$ cat config.mk
export PLATFORM = sky130hd
export DESIGN_NAME = gameover_gen_flat
export DESIGN_NICKNAME = d
export VERILOG_FILES = /design/src/rtl/game_pkg.sv /design/src/rtl/gameover_gen_if.sv /design/src/rtl/gameover_gen_round_timer.sv /design/src/rtl/gameover_gen.sv /design/src/flat_wrapper.sv
export SDC_FILE = /design/constraint.sdc
export NUM_CORES = 1
export LEC_CHECK = 0
export ABC_CLOCK_PERIOD_IN_PS = 4800
export CORE_UTILIZATION = 56
export CTS_BUF_LIST = sky130_fd_sc_hd__clkbuf_16
export DETAILED_ROUTE_END_ITERATION = 10
export PLACE_DENSITY = 0.93
export SYNTH_ARGS = -nofsm -noshare
export SYNTH_HDL_FRONTEND = slang
export SYNTH_SLANG_ARGS = --single-unit
$ cat constraint.sdc
create_clock -name clk -period 4.8 [get_ports clk]
set_input_delay 0.48 -clock clk [delete_from_list [all_inputs] [get_ports clk]]
set_output_delay 0.48 -clock clk [all_outputs]
set_load 0.005 [all_outputs]
$ cat src/rtl/game_pkg.sv
// Shared game-logic types and constants: game-over codes, sprite coordinate
// widths and the default round timing.
package game_pkg;

    typedef enum logic [1:0] {
        GO_NONE  = 2'b00,
        GO_TOM   = 2'b01,
        GO_JERRY = 2'b10
    } gameover_t;

    localparam int X_W = 11;
    localparam int Y_W = 10;

    localparam int DEF_FRAMES_PER_SEC = 60;
    localparam int DEF_GAME_TIME      = 99;
    localparam int DEF_HIT_DIST       = 32;
    localparam int DEF_CONFIRM_FRAMES = 2;
    localparam int DEF_CHEESE_GOAL    = 5;

endpackage

$ cat src/rtl/gameover_gen_if.sv
// Game-over producer bus: per-frame game inputs towards the generator, and the
// game-over code plus round status back out of it.
interface gameover_gen_if;

    logic                        frame_tick;
    logic                        start;
    logic                        reset;
    logic [game_pkg::X_W-1:0]    tom_x;
    logic [game_pkg::Y_W-1:0]    tom_y;
    logic [game_pkg::X_W-1:0]    jerry_x;
    logic [game_pkg::Y_W-1:0]    jerry_y;
    logic [3:0]                  cheese_cnt;
    game_pkg::gameover_t         gameover;
    logic [6:0]                  time_left;
    logic                        playing;

    modport master (
        input  frame_tick, start, reset, tom_x, tom_y, jerry_x, jerry_y, cheese_cnt,
        output gameover, time_left, playing
    );

    modport slave (
        output frame_tick, start, reset, tom_x, tom_y, jerry_x, jerry_y, cheese_cnt,
        input  gameover, time_left, playing
    );

endinterface

$ cat src/rtl/gameover_gen_round_timer.sv
// Round countdown: counts frame ticks into seconds and decrements time_left,
// saturating at zero; expire_pulse flags the tick that takes it to zero.
module round_timer #(
    parameter int FRAMES_PER_SEC = 60,
    parameter int GAME_TIME      = 99
) (
    input  logic       clk,
    input  logic       rst,
    input  logic       clear,
    input  logic       en,
    input  logic       frame_tick,
    output logic [6:0] time_left,
    output logic       expire_pulse
);

   localparam int FC_W = (FRAMES_PER_SEC > 1) ? $clog2(FRAMES_PER_SEC) : 1;
   localparam logic [FC_W-1:0] FC_LAST = FC_W'(FRAMES_PER_SEC - 1);
   localparam logic [6:0]      T_INIT  = 7'(GAME_TIME);

   logic [FC_W-1:0] frame_cnt_reg;
   logic [6:0]      time_left_reg;
   logic            sec_wrap;

   assign sec_wrap     = en && frame_tick && (frame_cnt_reg == FC_LAST);
   // Combinational so the FSM can register the win on the same edge.
   assign expire_pulse = sec_wrap && (time_left_reg == 7'd1);
   assign time_left    = time_left_reg;

   always_ff @(posedge clk or negedge rst) begin
      if (!rst) begin
         frame_cnt_reg <= '0;
         time_left_reg <= T_INIT;
      end else if (clear) begin
         frame_cnt_reg <= '0;
         time_left_reg <= T_INIT;
      end else if (en && frame_tick) begin
         if (sec_wrap) begin
            frame_cnt_reg <= '0;
            if (time_left_reg != 7'd0)
               time_left_reg <= time_left_reg - 7'd1;
         end else begin
            frame_cnt_reg <= frame_cnt_reg + FC_W'(1);
         end
      end
   end

endmodule

$ cat src/rtl/gameover_gen.sv
// Game-over producer: runs a round, detects a confirmed Tom/Jerry collision or
// a Jerry win (cheese goal / time out) and latches the resulting code.
module gameover_gen
   import game_pkg::*;
#(
    parameter int FRAMES_PER_SEC = DEF_FRAMES_PER_SEC,
    parameter int GAME_TIME      = DEF_GAME_TIME,
    parameter int HIT_DIST       = DEF_HIT_DIST,
    parameter int CONFIRM_FRAMES = DEF_CONFIRM_FRAMES,
    parameter int CHEESE_GOAL    = DEF_CHEESE_GOAL
) (
    input  logic           clk,
    input  logic           rst,
    gameover_gen_if.master bus
);

   generate
      if (GAME_TIME < 1 || GAME_TIME > 127) begin : g_bad_time
         $error("gameover_gen: GAME_TIME must be 1..127");
      end
      if (CONFIRM_FRAMES < 1) begin : g_bad_confirm
         $error("gameover_gen: CONFIRM_FRAMES must be >= 1");
      end
      if (CHEESE_GOAL > 15) begin : g_bad_cheese
         $error("gameover_gen: CHEESE_GOAL must be <= 15");
      end
   endgenerate

   typedef enum logic [1:0] {IDLE, PLAY, CONFIRM, OVER} state_t;

   localparam int CW = $clog2(CONFIRM_FRAMES + 1);
   localparam logic [CW-1:0] CF_LAST = CW'(CONFIRM_FRAMES);
   localparam logic [11:0]   HIT_DX  = 12'(HIT_DIST);
   localparam logic [10:0]   HIT_DY  = 11'(HIT_DIST);
   localparam logic [3:0]    GOAL    = 4'(CHEESE_GOAL);

   state_t          state_reg, state_next;
   logic [CW-1:0]   hit_cnt_reg, hit_cnt_next;
   gameover_t       gameover_reg, gameover_next;
   logic            playing_reg, playing_next;
   logic [11:0]     dx;
   logic [10:0]     dy;
   logic            hit, catch_now, jerry_win, expire_pulse;
   logic            timer_clear, timer_en;

   always_comb begin
      dx = (bus.tom_x >= bus.jerry_x) ? ({1'b0, bus.tom_x} - {1'b0, bus.jerry_x})
                                      : ({1'b0, bus.jerry_x} - {1'b0, bus.tom_x});
      dy = (bus.tom_y >= bus.jerry_y) ? ({1'b0, bus.tom_y} - {1'b0, bus.jerry_y})
                                      : ({1'b0, bus.jerry_y} - {1'b0, bus.tom_y});
      hit = (dx < HIT_DX) && (dy < HIT_DY);
   end

   assign timer_clear = bus.reset || (state_reg == IDLE);
   assign timer_en    = (state_reg == PLAY) || (state_reg == CONFIRM);

   round_timer #(
      .FRAMES_PER_SEC(FRAMES_PER_SEC),
      .GAME_TIME     (GAME_TIME)
   ) u_round_timer (
      .clk         (clk),
      .rst         (rst),
      .clear       (timer_clear),
      .en          (timer_en),
      .frame_tick  (bus.frame_tick),
      .time_left   (bus.time_left),
      .expire_pulse(expire_pulse)
   );

   always_comb begin
      state_next    = state_reg;
      hit_cnt_next  = hit_cnt_reg;
      gameover_next = gameover_reg;
      catch_now     = 1'b0;
      jerry_win     = 1'b0;
      if (bus.reset) begin
         state_next    = IDLE;
         hit_cnt_next  = '0;
         gameover_next = GO_NONE;
      end else begin
         case (state_reg)
            IDLE: begin
               hit_cnt_next  = '0;
               gameover_next = GO_NONE;
               if (bus.start)
                  state_next = PLAY;
            end
            PLAY, CONFIRM: begin
               if (bus.frame_tick) begin
                  jerry_win = (bus.cheese_cnt >= GOAL) || expire_pulse;
                  if (!hit) begin
                     hit_cnt_next = '0;
                     state_next   = PLAY;
                  end else if (state_reg == PLAY) begin
                     hit_cnt_next = CW'(1);
                     if (CONFIRM_FRAMES == 1)
                        catch_now = 1'b1;
                     else
                        state_next = CONFIRM;
                  end else begin
                     hit_cnt_next = hit_cnt_reg + CW'(1);
                     if (hit_cnt_next == CF_LAST)
                        catch_now = 1'b1;
                  end
                  // A catch outranks a Jerry win decided on the same tick.
                  if (catch_now) begin
                     state_next    = OVER;
                     gameover_next = GO_TOM;
                  end else if (jerry_win) begin
                     state_next    = OVER;
                     gameover_next = GO_JERRY;
                  end
               end
            end
            default: ;
         endcase
      end
      playing_next = (state_next == PLAY) || (state_next == CONFIRM);
   end

   always_ff @(posedge clk or negedge rst) begin
      if (!rst) begin
         state_reg    <= IDLE;
         hit_cnt_reg  <= '0;
         gameover_reg <= GO_NONE;
         playing_reg  <= 1'b0;
      end else begin
         state_reg    <= state_next;
         hit_cnt_reg  <= hit_cnt_next;
         gameover_reg <= gameover_next;
         playing_reg  <= playing_next;
      end
   end

   assign bus.gameover = gameover_reg;
   assign bus.playing  = playing_reg;

endmodule

$ cat src/flat_wrapper.sv
// flat-port wrapper written by rule: the top's interface ports become plain ports
module gameover_gen_flat import game_pkg::*;
#(
    parameter int FRAMES_PER_SEC = DEF_FRAMES_PER_SEC,
    parameter int GAME_TIME      = DEF_GAME_TIME,
    parameter int HIT_DIST       = DEF_HIT_DIST,
    parameter int CONFIRM_FRAMES = DEF_CONFIRM_FRAMES,
    parameter int CHEESE_GOAL    = DEF_CHEESE_GOAL
)
  (clk, rst, bus_frame_tick, bus_start, bus_reset, bus_tom_x, bus_tom_y, bus_jerry_x, bus_jerry_y, bus_cheese_cnt, bus_gameover, bus_time_left, bus_playing);
  gameover_gen_if bus_i ();
  input  logic clk;
  input  logic rst;
  input wire logic [$bits(bus_i.frame_tick)-1:0] bus_frame_tick;
  input wire logic [$bits(bus_i.start)-1:0] bus_start;
  input wire logic [$bits(bus_i.reset)-1:0] bus_reset;
  input wire logic [$bits(bus_i.tom_x)-1:0] bus_tom_x;
  input wire logic [$bits(bus_i.tom_y)-1:0] bus_tom_y;
  input wire logic [$bits(bus_i.jerry_x)-1:0] bus_jerry_x;
  input wire logic [$bits(bus_i.jerry_y)-1:0] bus_jerry_y;
  input wire logic [$bits(bus_i.cheese_cnt)-1:0] bus_cheese_cnt;
  output wire logic [$bits(bus_i.gameover)-1:0] bus_gameover;
  output wire logic [$bits(bus_i.time_left)-1:0] bus_time_left;
  output wire logic [$bits(bus_i.playing)-1:0] bus_playing;
  assign bus_i.frame_tick = bus_frame_tick;
  assign bus_i.start = bus_start;
  assign bus_i.reset = bus_reset;
  assign bus_i.tom_x = bus_tom_x;
  assign bus_i.tom_y = bus_tom_y;
  assign bus_i.jerry_x = bus_jerry_x;
  assign bus_i.jerry_y = bus_jerry_y;
  assign bus_i.cheese_cnt = bus_cheese_cnt;
  assign bus_gameover = bus_i.gameover;
  assign bus_time_left = bus_i.time_left;
  assign bus_playing = bus_i.playing;
  gameover_gen #(.FRAMES_PER_SEC(FRAMES_PER_SEC), .GAME_TIME(GAME_TIME), .HIT_DIST(HIT_DIST), .CONFIRM_FRAMES(CONFIRM_FRAMES), .CHEESE_GOAL(CHEESE_GOAL)) u_core (.clk(clk), .rst(rst), .bus(bus_i));
endmodule
; ---- Yosys cells after proc, flatten, opt, wreduce, memory -nomap -nowiden
; Index checks and enable logic that the tools add are counted.
[classes]
n_addsub = 7
n_mux = 33
reduce_logical = 18
magnitude_cmp = 5
n_eq_ne = 9
[ops]
columns = operator, n
row1 = 2-to-1 mux 2 bit, 15
row2 = 2-to-1 mux 7 bit, 4
row3 = subtractor 11 x 11 -> 12 bit, 2
row4 = subtractor 10 x 10 -> 11 bit, 2
row5 = 2-to-1 mux 6 bit, 3
row6 = less-than comparator 12 x 6 -> 1 bit (second input constant), 1
row7 = 2-to-1 mux 12 bit, 1
row8 = case mux 2 bit (2 select lines), 3
row9 = greater-or-equal comparator 11 bit, 1
row10 = less-than comparator 11 x 6 -> 1 bit (second input constant), 1
row11 = 2-to-1 mux 11 bit, 1
row12 = greater-or-equal comparator 10 bit, 1
row13 = == test 7 x 1 -> 1 bit (second input constant), 1
row14 = nonzero test 7 bit, 1
row15 = subtractor 7 x 1 -> 7 bit (second input constant), 1
row16 = adder 6 x 1 -> 6 bit (second input constant), 1
row17 = == test 2 bit (second input constant), 3
row18 = == test 6 bit (second input constant), 1
row19 = 2-to-1 mux 1 bit, 6
row20 = AND reduction 3 bit, 2
row21 = nonzero test 2 bit, 3
row22 = == test 2 x 1 -> 1 bit (second input constant), 2
row23 = greater-or-equal comparator 4 x 3 -> 1 bit (second input constant), 1
row24 = logical AND 1 bit, 4
row25 = other kinds (8), 11
[totals]
reg_bits = 20
out_inout_bits = 10
wordCells = 78

; ---- Depth between registers and ports, before layout
[logic_depth]
word_depth = 14
ltp_mapped = 12
ltp_nobuf = 11

; ---- Modules after synthesis
; Synthesis repeated with hierarchy kept, for this count alone.
[unflattened]
hier_cells = 378
area_unflattened_um2 = 3054.2
[modules_own_cells]
columns = module, cells_each, seq_area_each_um2, instances, area_per_inst_um2
row1 = gameover_gen, 301, 175.2, 1, 2308.5
row2 = round_timer, 77, 330.3, 1, 745.7

; ---- Least setup slack after synthesis
; Ideal clock, no wire load.
[synth_path]
kind = input-to-reg
from = input port bus_jerry_x[0]
to = register u_core.playing_reg, in the netlist u_core.bus.playing
setup_time_ns = 0.094
arrival_ns = 3.159
n_path_buf = 0
slack_ns = 1.547
stages = 11
cell_sequence = inv_1 > ha_1 > nand2b_1 > a2111o_1 > and2_4 > or4b_4 > a32o_1 > xor2_1 > nor4b_4 > nand3_2 > a221oi_2
[synth_between]
elab_chain_len = 14
elab_cells_between_ends = 19
[synth_lines]
columns = element, line_no
row1 = start: declaration, flat_wrapper.sv:19  ; input wire logic [$bits(bus_i.jerry_x)-1:0] bus_jerry_x;
row2 = subtractor 11 x 11 -> 12 bit (tied with other cells), gameover_gen.sv:48  ; : ({1'b0, bus.jerry_x} - {1'b0, bus.tom_x});
row3 = 2-to-1 mux 12 bit (*), gameover_gen.sv:47  ; dx = (bus.tom_x >= bus.jerry_x) ? ({1'b0, bus.tom_x} - {1'b0, bus.jerry_x})
row4 = less-than comparator 12 x 6 -> 1 bit (*), gameover_gen.sv:51  ; hit = (dx < HIT_DX) && (dy < HIT_DY);
row5 = logical AND 1 bit (*), gameover_gen.sv:51
row6 = 2-to-1 mux 1 bit, gameover_gen.sv:91  ; if (!hit) begin
row7 = 2-to-1 mux 1 bit, gameover_gen.sv:89  ; if (bus.frame_tick) begin
row8 = 2-to-1 mux 1 bit, gameover_gen.sv:81  ; case (state_reg)
row9 = 2-to-1 mux 1 bit, gameover_gen.sv:76  ; if (bus.reset) begin
row10 = 2-to-1 mux 2 bit (*), gameover_gen.sv:106  ; if (catch_now) begin
row11 = 2-to-1 mux 2 bit (*), gameover_gen.sv:89
row12 = case mux 2 bit (2 select lines) (*), gameover_gen.sv:81
row13 = 2-to-1 mux 2 bit (*), gameover_gen.sv:76
row14 = == test 2 x 1 -> 1 bit or == test 2 bit (tied branches), gameover_gen.sv:118  ; playing_next = (state_next == PLAY) || (state_next == CONFIRM);
row15 = logical OR 1 bit (*), gameover_gen.sv:118
row16 = named net u_core.playing_next, gameover_gen.sv:40  ; logic playing_reg, playing_next;
row17 = end signal: assignment, gameover_gen.sv:131  ; playing_reg <= playing_next;
row18 = end: declaration, gameover_gen.sv:40
; Mark *: on every way through the listed nets, which the timed path passes. The rest lies on a longest branch. The select of a mux whose other input is x is not followed.
; A chain may end at the register's enable or synchronous reset.

; ---- Worst setup path in the final report
[layout_path]
from = input port bus_jerry_x[9]
to = register u_core.playing_reg, in the netlist u_core.bus.playing
; Same word-level chain as after synthesis.

==> results by group <==
Final layout
  • Util after Layout: approximately three quarters
  • Layout Cells excl Fill: 495
  • Max reg flops: 7
  • ANT cells: 0
  • Layout area overhead: 26.7%
  • Nets: ~530
  • Design area: about 3600 um^2
  • Share of layout cells above drive strength 1: just under 6%

STA
  • Clock Skew: 0.00183 ns
  • Fmax: 268 MHz
  • Min cycle time layout: 3.73 ns
  • Unrepaired setup endpoints after global routing: no
  • Hold Violations, Final: 0
  • Final worst slack: between 1 and 1.5 ns
  • Pins over their slew limit: 0
  • Setup TNS: 0 ns
  • # setup viols final: 0
  • Worst-margin pin slew: about 0.89 ns
  • Max-slew headroom: between 40% and 50%
  • Post-route clock period utilization: between 70% and 80%

Worst setup path
  • Startpoint types: input pin
  • Arr. time, crit path: 3.90 ns
  • Critical-path top delay cell: or4b_4
  • Reg-to-reg slack, setup: 1.62 ns
  • Worst R2R End: u_core.bus.playing$_DFF_PN0_
  • Cells along the critical path: clkdlybuf4s50_1 -> inv_1 -> ha_1 -> a21oi_1 -> o211ai_1 -> a31o_2 -> or4b_4 -> a32o_1 -> xor2_1 -> nor4b_4 -> nand3_2 -> a221oi_2
  • Critical path capture point type: flop
  • Reg2reg start: u_core.state_reg[0]$_DFF_PN0_
  • Worst path required time: around 5.0 ns
  • CP max FO: 7
  • R2R cell count: 11
  • Crit-path max cell delay: 0.53 ns
  • Kind of critical path: in -> reg

Hold path
  • Hold crit path type: reg -> reg
  • Min-delay src: u_core.u_round_timer.time_left[6]$_DFFE_PN1P_
  • Worst hold path cell count: 2
  • Hold EP: u_core.u_round_timer.time_left[6]$_DFFE_PN1P_

Synthesis
  • Post-synth top area share: a little over a fifth
  • Netlist cell types: 62
  • Synthesized area per cell: about 7.7 um^2
  • Post-synthesis register bit count: 20
  • Post-synth EDFFs: 0
  • Ranking of synthesized cells by area: ha_1 22%, dfrtp_1 14%, inv_1 7.3%, a21oi_1 4.8%, nand2_1 4.0%
  • Syn. warnings: 0
  • Mapped cell area: between 2000 and 3000 um^2
  • Syn Nets: about 470
  • Synth top cells by count: 55 x inv_1, 49 x ha_1, 30 x nand2_1
  • Post-synth ARST share: 100%
  • Most frequent cell after synthesis: inv_1
  • Post-synth top flop: dfrtp_1
  • Seq/Total Area, Yosys: between 10% and 20%
  • Post-synth top area cell: ha_1
  • Mapped Cells: approximately 370

Clock tree
  • CTS buffer count: 3
  • CTS resizes: 0
  • Clock buffer depth: 2
  • Post-CTS setup buffers: 0
  • TritonCTS clock tree: done
  • Clock Sinks: 20
  • Worst-Skew Late Latency: 0.26 ns
  • Root buf cell: clkbuf_16
  • Hold buffer count at CTS: 0
  • CTS clk-pin slew, worst paths: about 0.06 ns
  • Htree depth: 1

GRT
  • First-pass GRT wire length: approximately 12000 um
  • Antenna violations before repair: 0
  • Vias in the first global route: between 2000 and 3000
  • Largest net degree at the start of global routing: 21
  • Total gr overflow: 0
  • Total GRT Usage: 26.9%

Placement
  • Cell Area, Placed: around 3500 um^2
  • RePlAce Congestion: ~0.9
  • Placed insts: approximately 490
  • Pre-CTS setup slack: 0.820 ns
  • # port buffers: 60
  • Hpwl dp: ~5300 um

Job
  • Number of max-cap violations: 0

Die
  • Initial core utilization: about 60%
  • Core box area: between 4000 and 5000 um^2
  • DIE AREA: roughly 5400 um^2
  • Die Height: 73.2 um
  • Die W: about 73 um
  • Boundary pin count: 61
  • Row count: 25

Power and ir drop
  • Power Density: around 240 nW/um^2
  • Worst-case vdd ir drop: roughly 0.15 mV
  • Leak: 1.73 nW

Drt
  • Initial DRC count: approximately 210
  • Via density: between 5 and 6
  • DR pass1 iterations: 5
  • DR DRC count: 0
  • Antenna Nets Post-Route: 0
  • Final wirelength: a little under 7000 um
  • Routed vias: a little under 3000
  • DR WL/cell: approximately 14 um

Status
  • Run status: completed
==> how the worst max path moves through the flow <==
stage	cells past startpoint	slack, ns	to	from
floorplan	11	1.55	u_core.bus.playing$_DFF_PN0_	bus_jerry_x[0]
global placement	12	0.94	u_core.bus.playing$_DFF_PN0_	bus_jerry_x[9]
detailed placement	12	0.82	u_core.bus.playing$_DFF_PN0_	bus_jerry_x[9]
CTS	12	1.09	u_core.bus.playing$_DFF_PN0_	bus_jerry_x[9]
global route	12	0.86	u_core.bus.playing$_DFF_PN0_	bus_jerry_x[9]
finish	12	1.07	u_core.bus.playing$_DFF_PN0_	bus_jerry_x[9]
==> cells in the final DEF, fill, tap and decap left out, types with 5 or more instances in the layout <==
| master | instances |
|---|---|
| a21o_1 | 7 |
| a21oi_1 | 27 |
| a31oi_1 | 6 |
| clkdlybuf4s50_1 | 60 |
| dfrtp_1 | 16 |
| ha_1 | 49 |
| inv_1 | 55 |
| nand2_1 | 30 |
| nand2b_1 | 5 |
| nand3_1 | 12 |
| nor2_1 | 27 |
| nor2b_1 | 6 |
| nor3_1 | 10 |
| o211ai_1 | 5 |
| o21a_1 | 5 |
| o21ai_0 | 17 |
| xnor2_1 | 6 |
| xor2_1 | 8 |
==> critical path: cells and delay by family <==
family	cells	cell delay, ns
adder cells (fa/ha/maj)	1	0.35
XOR/XNOR	1	0.16
AND/OR/NAND/NOR	3	1.12
AO/OA/AOI/OAI	5	1.24
buffers and inverters	2	0.52
==> routing by layer <==
metal | track usage [%] | up-vias | part of all wire, % | wire length (um)
met5 | 0 | - | 0 | 0
met4 | 10.7 | 0 | 2.2 | 148
met3 | 1.93 | 17 | 5.2 | 357
met2 | 48.0 | 111 | 50 | 3410
met1 | 33.5 | 1351 | 43 | 2960
li1 | - | 1422 | - | -
==> where the power goes <==
group	switching [W]	internal, W	total (W)
logic	0.000231	0.000192	0.000422
registers	0.0000198	0.000189	0.000209
clock network	0.0000666	0.000166	0.000232
==> per-stage QoR <==
step           hold slack, ns  total power [W]
2_1_floorplan           0.184         0.000483
3_3_place_gp            0.488         0.000600
3_5_place_dp            0.493         0.000613
4_1_cts                 0.498         0.000858
5_1_grt                 0.536         0.000916
6_report                0.501         0.000863
==> final cells by class <==
cell class | count | area [um^2]
inverters | 55 | 206
clock buffers | 3 | 75.1
flip-flops and latches | 20 | 505
repair buffers | 60 | 601
clock inverters | 1 | 30.0
well taps | 67 | 83.8
multi-input cells | 289 | 2100
fillers | 372 | 1220
==> cells by family after synthesis <==
family | after synthesis | share of synthesized area, %
adders and majority gates | 49 | 21.6
DFF | 20 | 17.8
buffers and inverters | 62 | 8.37
and+or+nand+nor | 124 | 23.1
muxes | 2 | 0.749
xor gates and xnor gates | 14 | 4.32
AOI/OAI and AO/OA | 100 | 24.1
No activity file was read; power rests on OpenSTA's default activity.
